File: src/rtl/ftdi_uplink.sv
`default_nettype none
// +----------------------------------------------------------------------------+
// | Module      : ftdi_uplink                                                  |
// | Description : Serial (clk+data, MSB first) to byte assembler, byte FIFO    |
// |               and FTDI synchronous 245-style TX FIFO write engine.         |
// | Revision    : 1.0 - initial release                                        |
// +----------------------------------------------------------------------------+
module ftdi_uplink #(
    parameter int FIFO_DEPTH  = 16,
    parameter int SYNC_STAGES = 2,
    parameter int TIMEOUT     = 1024
) (
    input  logic                          clk,
    input  logic                          rst,
    input  logic                          en,
    input  logic                          ser_clk,
    input  logic                          ser_data,
    input  logic                          ftdi_txe_n,
    output logic                          ftdi_wr_n,
    output logic [7:0]                    ftdi_data_out,
    output logic                          ftdi_data_oe,
    output logic                          overflow,
    output logic [$clog2(FIFO_DEPTH):0]   fifo_level
);

    localparam int c_AW = $clog2(FIFO_DEPTH);
    localparam int c_LW = c_AW + 1;
    localparam int c_TW = (TIMEOUT > 1) ? $clog2(TIMEOUT) : 1;
    localparam logic [c_TW-1:0] c_TOUT_MAX   = c_TW'(TIMEOUT - 1);
    localparam logic [c_LW-1:0] c_LEVEL_FULL = c_LW'(FIFO_DEPTH);

    typedef enum logic [1:0] {
        ST_IDLE  = 2'd0,
        ST_SETUP = 2'd1,
        ST_WRITE = 2'd2
    } state_t;

    // Synchronizers and edge detector
    logic [SYNC_STAGES-1:0] r_sclk_q, w_sclk_d;
    logic [SYNC_STAGES-1:0] r_sdat_q, w_sdat_d;
    logic                   r_sclk_prev_q;
    logic                   w_rise;
    logic                   w_sbit;

    // Assembler; only 7 bits are kept because the 8th goes straight to the FIFO
    logic [6:0]      r_shreg_q, w_shreg_d;
    logic [2:0]      r_bit_cnt_q, w_bit_cnt_d;
    logic [c_TW-1:0] r_tcnt_q, w_tcnt_d;
    logic            w_push;
    logic [7:0]      w_byte;

    // FIFO
    logic [7:0]      r_mem [FIFO_DEPTH];
    logic [c_AW-1:0] r_wr_ptr_q, w_wr_ptr_d;
    logic [c_AW-1:0] r_rd_ptr_q, w_rd_ptr_d;
    logic [c_LW-1:0] r_level_q, w_level_d;
    logic            r_ovf_q, w_ovf_d;
    logic            w_full;
    logic            w_empty;
    logic            w_pop;
    logic            w_push_ok;
    logic [7:0]      w_head;
    logic [7:0]      w_next;

    // Write engine
    state_t          r_state_q, w_state_d;
    logic            r_wr_n_q, w_wr_n_d;
    logic            r_oe_q, w_oe_d;
    logic [7:0]      r_data_q, w_data_d;

    always_comb begin
        w_sclk_d = {r_sclk_q[SYNC_STAGES-2:0], ser_clk};
        w_sdat_d = {r_sdat_q[SYNC_STAGES-2:0], ser_data};
    end

    assign w_rise = en & r_sclk_q[SYNC_STAGES-1] & ~r_sclk_prev_q;
    assign w_sbit = r_sdat_q[SYNC_STAGES-1];
    assign w_byte = {r_shreg_q, w_sbit};

    always_comb begin
        w_shreg_d   = r_shreg_q;
        w_bit_cnt_d = r_bit_cnt_q;
        w_tcnt_d    = r_tcnt_q;
        w_push      = 1'b0;
        if (!en) begin
            w_shreg_d   = '0;
            w_bit_cnt_d = '0;
            w_tcnt_d    = '0;
        end else if (w_rise) begin
            w_shreg_d   = w_byte[6:0];
            w_bit_cnt_d = r_bit_cnt_q + 3'd1;
            w_tcnt_d    = '0;
            w_push      = (r_bit_cnt_q == 3'd7);
        end else if (r_bit_cnt_q != 3'd0) begin
            // A stalled partial byte is dropped without any indication
            if (r_tcnt_q == c_TOUT_MAX) begin
                w_shreg_d   = '0;
                w_bit_cnt_d = '0;
                w_tcnt_d    = '0;
            end else begin
                w_tcnt_d = r_tcnt_q + c_TW'(1);
            end
        end
    end

    assign w_full    = (r_level_q == c_LEVEL_FULL);
    assign w_empty   = (r_level_q == '0);
    assign w_pop     = en & (r_state_q == ST_WRITE) & ~r_wr_n_q & ~ftdi_txe_n;
    assign w_push_ok = w_push & (~w_full | w_pop);
    assign w_head    = r_mem[r_rd_ptr_q];
    assign w_next    = r_mem[r_rd_ptr_q + c_AW'(1)];

    always_comb begin
        w_wr_ptr_d = r_wr_ptr_q;
        w_rd_ptr_d = r_rd_ptr_q;
        w_level_d  = r_level_q;
        w_ovf_d    = r_ovf_q;
        if (!en) begin
            w_wr_ptr_d = '0;
            w_rd_ptr_d = '0;
            w_level_d  = '0;
            w_ovf_d    = 1'b0;
        end else begin
            if (w_push_ok) begin
                w_wr_ptr_d = r_wr_ptr_q + c_AW'(1);
            end
            if (w_pop) begin
                w_rd_ptr_d = r_rd_ptr_q + c_AW'(1);
            end
            if (w_push_ok && !w_pop) begin
                w_level_d = r_level_q + c_LW'(1);
            end else if (!w_push_ok && w_pop) begin
                w_level_d = r_level_q - c_LW'(1);
            end
            if (w_push && !w_push_ok) begin
                w_ovf_d = 1'b1;
            end
        end
    end

    always_comb begin
        w_state_d = r_state_q;
        w_wr_n_d  = r_wr_n_q;
        w_oe_d    = r_oe_q;
        w_data_d  = r_data_q;
        if (!en) begin
            w_state_d = ST_IDLE;
            w_wr_n_d  = 1'b1;
            w_oe_d    = 1'b0;
            w_data_d  = '0;
        end else begin
            case (r_state_q)
                ST_IDLE: begin
                    w_wr_n_d = 1'b1;
                    w_oe_d   = 1'b0;
                    if (!w_empty && !ftdi_txe_n) begin
                        w_data_d  = w_head;
                        w_oe_d    = 1'b1;
                        w_state_d = ST_SETUP;
                    end
                end
                ST_SETUP: begin
                    w_oe_d    = 1'b1;
                    w_wr_n_d  = 1'b0;
                    w_state_d = ST_WRITE;
                end
                ST_WRITE: begin
                    // A byte that pushes in on the last pop is picked up via IDLE
                    if (!ftdi_txe_n && (r_level_q > c_LW'(1))) begin
                        w_data_d = w_next;
                    end else begin
                        w_wr_n_d  = 1'b1;
                        w_oe_d    = 1'b0;
                        w_state_d = ST_IDLE;
                    end
                end
                default: begin
                    w_wr_n_d  = 1'b1;
                    w_oe_d    = 1'b0;
                    w_state_d = ST_IDLE;
                end
            endcase
        end
    end

    always_ff @(posedge clk) begin
        if (w_push_ok) begin
            r_mem[r_wr_ptr_q] <= w_byte;
        end
    end

    always_ff @(posedge clk or posedge rst) begin
        if (rst) begin
            r_sclk_q      <= '0;
            r_sdat_q      <= '0;
            r_sclk_prev_q <= 1'b0;
            r_shreg_q     <= '0;
            r_bit_cnt_q   <= '0;
            r_tcnt_q      <= '0;
            r_wr_ptr_q    <= '0;
            r_rd_ptr_q    <= '0;
            r_level_q     <= '0;
            r_ovf_q       <= 1'b0;
            r_state_q     <= ST_IDLE;
            r_wr_n_q      <= 1'b1;
            r_oe_q        <= 1'b0;
            r_data_q      <= '0;
        end else begin
            r_sclk_q      <= w_sclk_d;
            r_sdat_q      <= w_sdat_d;
            r_sclk_prev_q <= r_sclk_q[SYNC_STAGES-1];
            r_shreg_q     <= w_shreg_d;
            r_bit_cnt_q   <= w_bit_cnt_d;
            r_tcnt_q      <= w_tcnt_d;
            r_wr_ptr_q    <= w_wr_ptr_d;
            r_rd_ptr_q    <= w_rd_ptr_d;
            r_level_q     <= w_level_d;
            r_ovf_q       <= w_ovf_d;
            r_state_q     <= w_state_d;
            r_wr_n_q      <= w_wr_n_d;
            r_oe_q        <= w_oe_d;
            r_data_q      <= w_data_d;
        end
    end

    assign ftdi_wr_n     = r_wr_n_q;
    assign ftdi_data_out = r_data_q;
    assign ftdi_data_oe  = r_oe_q;
    assign overflow      = r_ovf_q;
    assign fifo_level    = r_level_q;

endmodule
`default_nettype wire

File: config.mk
export PLATFORM = sky130hd
export DESIGN_NAME = ftdi_uplink
export DESIGN_NICKNAME = d
export VERILOG_FILES = /design/src/rtl/ftdi_uplink.sv
export SDC_FILE = /design/constraint.sdc
export NUM_CORES = 1
export LEC_CHECK = 0
export CELL_PAD_IN_SITES_DETAIL_PLACEMENT = 1
export CELL_PAD_IN_SITES_GLOBAL_PLACEMENT = 2
export CORE_MARGIN = 3
export CORE_UTILIZATION = 36
export CTS_CLUSTER_SIZE = 14
export DETAILED_ROUTE_END_ITERATION = 16
export GPL_ROUTABILITY_DRIVEN = 0
export GPL_TIMING_DRIVEN = 0
export PLACE_DENSITY_LB_ADDON = 0.1
export SLEW_MARGIN = 40
export SYNTH_ARGS = -nofsm -noshare
export SYNTH_HDL_FRONTEND = slang
export SYNTH_SLANG_ARGS = --single-unit
export TNS_END_PERCENT = 100
File: constraint.sdc
create_clock -name clk -period 4.6 [get_ports clk]
set_input_delay 0.69 -clock clk [delete_from_list [all_inputs] [get_ports clk]]
set_output_delay 0.69 -clock clk [all_outputs]
set_load 0.005 [all_outputs]
Word-level counts from Yosys, hierarchy flattened
Memory sizes are Yosys's and may differ from the RTL's.
Index checks and enable logic that the tools add are counted.
{"block": "word_totals", "latch_bits": 0, "rom_bits": 0, "input_bits": 6, "word_cells": 103, "memories": 1, "reg_bits": 51, "ramBits": 128, "out_inout_bits": 16}
{"name": "r_mem", "words": 16, "width": 8, "read_ports": 2, "rd_ports_with_merged_regs": 0, "wr": 1, "line": "53", "text": "logic [7:0] r_mem [FIFO_DEPTH];"}
{"block": "classes", "multipliers": 0, "reduce_logical": 15, "bitwise_logic": 11, "eq_ne": 15, "n_mux": 40, "add_sub_neg": 6, "n_lt_le_gt_ge": 1, "n_shift": 0, "div_mod_pow": 0}
{"operator": "$mux W10", "n": 4}
{"operator": "$mux W7", "n": 4}
{"operator": "$mux W8", "n": 3}
{"operator": "$mux W4", "n": 4}
{"operator": "$pmux W8 S2", "n": 1}
{"operator": "$mux W5", "n": 3}
{"operator": "$mux W3", "n": 4}
{"operator": "$ne A3 B1 Y1 const B", "n": 4}
{"operator": "$mux W1", "n": 11}
{"operator": "$add A10 B1 Y10 const B", "n": 1}
{"operator": "$eq A10 B10 Y1 const B", "n": 1}
{"operator": "$add A4 B1 Y4 const B", "n": 2}
{"operator": "$and A1 B1 Y1", "n": 6}
{"operator": "$mux W2", "n": 3}
{"operator": "$ne A2 B1 Y1 const B", "n": 3}
{"operator": "$ne A3 B3 Y1 const B", "n": 2}
{"operator": "$pmux W2 S3", "n": 1}
{"operator": "$add A5 B1 Y5 const B", "n": 1}
{"operator": "$eq A5 B5 Y1 const B", "n": 1}
{"operator": "$gt A5 B1 Y1 const B", "n": 1}
{"operator": "$logic_and A1 B1 Y1", "n": 5}
{"operator": "$logic_not A5 Y1", "n": 1}
{"operator": "$sub A5 B1 Y5 const B", "n": 1}
{"operator": "$logic_not A1 Y1", "n": 4}
{"operator": "13 further kinds", "n": 17}

Longest topological paths before layout
{"block": "depth", "depth_word": 11, "depth_mapped": 8, "depth_no_buf": 7}

Worst setup path before layout
OpenSTA, ideal clock, no wires.
{"block": "synth_path", "path_kind": "input -> register", "from": "input port ftdi_txe_n", "to": "memory r_mem[0][0] (enable)", "path_slack_ps": 1964, "required_time_ps": 4205, "arrival_time_ps": 2241, "path_stages": 4, "n_path_buf": 0, "setup_ps": 395, "path_cell_list": "and4bb_2 > nand2_1 > a21o_1 > nor4_1"}
{"block": "synth_between", "elab_chain_cells": 6}
{"element": "start, declared", "line": "18", "text": "input logic ftdi_txe_n,"}
{"element": "$not A1 Y1", "line": "108", "text": "assign w_pop = en & (r_state_q == ST_WRITE) & ~r_wr_n_q & ~ftdi_txe_n;"}
{"element": "$and A1 B1 Y1", "line": "108"}
{"element": "$or A1 B1 Y1", "line": "109", "text": "assign w_push_ok = w_push & (~w_full | w_pop);"}
{"element": "$and A1 B1 Y1", "line": "109"}
{"element": "$mux W1", "line": "187", "text": "if (w_push_ok) begin"}
{"element": "$mux W1 (implied by the code)", "line": "188", "text": "r_mem[r_wr_ptr_q] <= w_byte;"}
{"element": "end, declared", "line": "53"}
No other way between the ends.

Worst setup path after layout
{"block": "layout_path", "from": "input port ftdi_txe_n", "to": "memory r_mem[8][0] (enable)"}
The elaborated chain is that of the path after synthesis.

==> metrics.json <==
{
  "timing": {
    "setup-tns-final_ns": 0,
    "report.final.slew_viol_count": 0,
    "finalHoldViolations": 0,
    "worst_slew_margin_rel_pct": 46.0,
    "worst_pin_slew_ns": 0.810,
    "setup-violations-final": 0,
    "period_minus_slack_ns": 3.10,
    "finalCritPeriodShare_pct": 67.4,
    "rsz0062_at_grt": "false",
    "achievable-frequency_ghz": 0.322,
    "worst_clock_skew_ns": 0.0257
  },
  "place": {
    "portBuffers": 21,
    "total_placed_cells_including_tap_cells": 880,
    "placed_cell_area_um2": 9190,
    "detailed_place_hpwl_um": 16100
  },
  "yosys": {
    "yosysWarningCount": 0,
    "synth_area_per_cell_um2": 15.8,
    "synthesis.nets": 556,
    "async_flop_share_pct": 28.5,
    "synth.area.top_cells": "sky130_fd_sc_hd__edfxtp_1, sky130_fd_sc_hd__mux4_2, sky130_fd_sc_hd__dfrtp_1",
    "synth_seq_cells": 179,
    "synthTopCellsByCount": "sky130_fd_sc_hd__edfxtp_1, sky130_fd_sc_hd__mux4_2, sky130_fd_sc_hd__dfrtp_1",
    "ys_types": 52,
    "synth.most_common_cell": "sky130_fd_sc_hd__edfxtp_1",
    "yosys_most_used_dff": "sky130_fd_sc_hd__edfxtp_1",
    "mappedNetlistArea_um2": 8480,
    "count_of_flip_flops_with_a_built_in_enable_after_synthesis": 128,
    "synth_largest_area_cell": "sky130_fd_sc_hd__edfxtp_1",
    "synth_seq_area_share_pct": 60.4,
    "yosysTopAreaCellShare_pct": 45.3,
    "synthesis.instances": 537
  },
  "clock_tree": {
    "clockBufferDepth": 2,
    "cts_made_buffers": 17,
    "clock_tree_from_tritoncts": "done",
    "cts_root_buffer_type": "sky130_fd_sc_hd__clkbuf_16",
    "worst_setup_hold_path_clk_slew_ns": 0.07,
    "clock_sink_count": 179,
    "postCtsResizedCells": 0,
    "cts_hold_buffers": 0,
    "clkLatencyLatePin_ns": 0.44,
    "cts_setup_buffers": 0,
    "ctsHtreeMaxLevel": 4
  },
  "cells_and_area": {
    "stdcell_area_um2": 9770,
    "antenna_cells": 0,
    "flow.area_growth_from_synthesis_pct": 15.2,
    "final_layout_size_suffix_gt1_share_pct": 23.0,
    "stdcell_count": 912,
    "nets": 605
  },
  "worst_setup_path": {
    "cp_data_required_time_ns": 4.66,
    "critical_path.endpoint_type": "flip-flop",
    "critical-path-slowest-cell": "sky130_fd_sc_hd__and2_1",
    "worst-path-max-fanout": 8,
    "worst-endpoint-arrival_ns": 3.16,
    "worstPathCellList": "clkdlybuf4s50_1 -> and4bb_2 -> nand2_1 -> a21o_1 -> nor3b_1 -> and2_1",
    "critical_path.top_delay_family": "simple AND/OR/NAND/NOR gates",
    "worst-path-buf-inv": 1,
    "path_class": "input port to flip-flop",
    "timing.critical_path.from_type": "input port",
    "critical-path-max-stage-delay_ns": 0.65
  },
  "die": {
    "die_h_um": 160,
    "die-area_um2": 25400,
    "design.core.area_um2": 22900,
    "die_w_um": 160,
    "floorplan.io_pins": 22,
    "floorplan.initialDensity_pct": 37.0,
    "std_cell_rows": 55
  },
  "power_and_ir_drop": {
    "ir_worst_vdd_uv": 155,
    "cellPowerDensity_nw_per_um2": 332,
    "p_leak_uw": 0.00329
  },
  "detailed_routing": {
    "drt_iter0_drc": 337,
    "drt_first_pass_iters": 6,
    "remaining_drc_errors": 0,
    "via_count": 4998,
    "vias_per_cell": 5.48,
    "drt-total-wl_um": 22500,
    "postRouteAntennaNets": 0,
    "detail_route.wl_per_cell_um": 24.7
  },
  "outcome": {
    "outcome": "finished clean"
  },
  "worst_hold_path": {
    "classification_of_the_worst_slack_hold_path": "flip-flop to flip-flop"
  },
  "global_routing": {
    "grt_first_pass_wirelength_um": 34500,
    "grt_use_met3_pct": 3.82,
    "groute.usage.overall_pct": 18.2,
    "grt_max_degree": 36,
    "grt_util_met2_pct": 29.8,
    "globalRouteOverflowTotal": 0,
    "grt_use_met1_pct": 24.8,
    "grt_pass1_vias": 5513,
    "global_route.peak_usage_layer": "met2",
    "grt_antenna_before_repair": 0
  },
  "flow_run": {
    "max_cap_violations": 0
  }
}
## kinds of logic after synthesis
logic type,share of synthesized area (%)
AO/OA/AOI/OAI,6.53
XOR/XNOR,1.53
adder cells (fa/ha/maj),1.92
buffers and inverters,2.40
flip-flops,60.4
multiplexers,18.9
AND/OR/NAND/NOR,8.33
## worst paths after layout
path	start	endpoint	slack, ns	depth (start not counted)
min	r_sdat_q[0]	r_sdat_q[1]	0.36	0
max in group asynchronous	rst	ftdi_wr_n	3.50	3
min in group asynchronous	rst	r_bit_cnt_q[0]	0.54	2
min reg2reg	r_sdat_q[0]	r_sdat_q[1]	0.36	0
max reg2reg	r_rd_ptr_q[0]	ftdi_data_out[7]	1.53	7
max	ftdi_txe_n	r_mem[8][0]	1.50	6
## area by class of cell
| class | count | area, µm² |
|---|---|---|
| multi-input combinational | 316 | 3200 |
| sequential | 179 | 5120 |
| timing repair buffer | 30 | 278 |
| fill | 2258 | 13100 |
| tap | 313 | 392 |
| clock buffer | 19 | 433 |
| inverter | 15 | 58.8 |
| buffer | 27 | 148 |
| clock inverter | 13 | 136 |
## registers in the layout (all words and copies together) (netlist names)
register,flops
r_tcnt_q,10
overflow,1
fifo_level,5
r_sclk_q,2
ftdi_wr_n,1
r_mem,128
r_rd_ptr_q,4
r_sdat_q,2
ftdi_data_out,8
r_bit_cnt_q,3
r_shreg_q,7
r_wr_ptr_q,4
ftdi_data_oe,1
r_state_q,2
r_sclk_prev_q,1
## cell usage in the layout, fill, tap and decap left out, types with 10 or more instances in the layout
cell / instances
sky130_fd_sc_hd__mux4_2: 64
sky130_fd_sc_hd__o21ai_0: 13
sky130_fd_sc_hd__ha_1: 13
sky130_fd_sc_hd__a22o_1: 12
sky130_fd_sc_hd__clkbuf_16: 17
sky130_fd_sc_hd__clkdlybuf4s50_1: 21
sky130_fd_sc_hd__edfxtp_1: 128
sky130_fd_sc_hd__a21oi_1: 10
sky130_fd_sc_hd__buf_2: 15
sky130_fd_sc_hd__nand3_1: 20
sky130_fd_sc_hd__clkbuf_1: 13
sky130_fd_sc_hd__dfrtp_1: 50
sky130_fd_sc_hd__nor2_1: 34
sky130_fd_sc_hd__inv_1: 14
sky130_fd_sc_hd__nand2_1: 23
sky130_fd_sc_hd__mux2i_1: 14
## worst register-to-register path, delay by kind of cell (launching register included)
family | cells | cell delay, ns
mux | 1 | 0.37
buf+inv | 2 | 0.86
compound gates | 2 | 0.83
flops | 1 | 0.46
simple gates | 1 | 0.15
fa+ha+maj | 1 | 0.31
## per-layer routing
metal,routed length [µm],vias to the layer above,part of all wire [%]
li1,-,2237,-
met1,10000,2659,44
met2,11200,90,50
met3,1050,12,4.7
met4,232,0,1.0
met5,0,-,0
## through the flow
step                hold WS, ns  setup WS (ns)  power, µW  utilization (%)
CTS                       0.361           1.45       3280             42.6
global route              0.366           1.25       3350             42.6
global placement          0.335          0.182       1860             39.6
finish                    0.357           1.50       3240             42.6
floorplan                 0.331           1.96       1820                -
detailed placement        0.336           1.05       1860             40.1
## where the power goes
group | switching [µW] | internal (µW) | leakage (µW) | total, µW
clock network | 615 | 798 | 0.000261 | 1410
logic | 53.9 | 31.2 | 0.00113 | 85.1
registers | 15.9 | 1730 | 0.00190 | 1740
total | 685 | 2560 | 0.00329 | 3240
No activity file was read; power rests on OpenSTA's default activity.
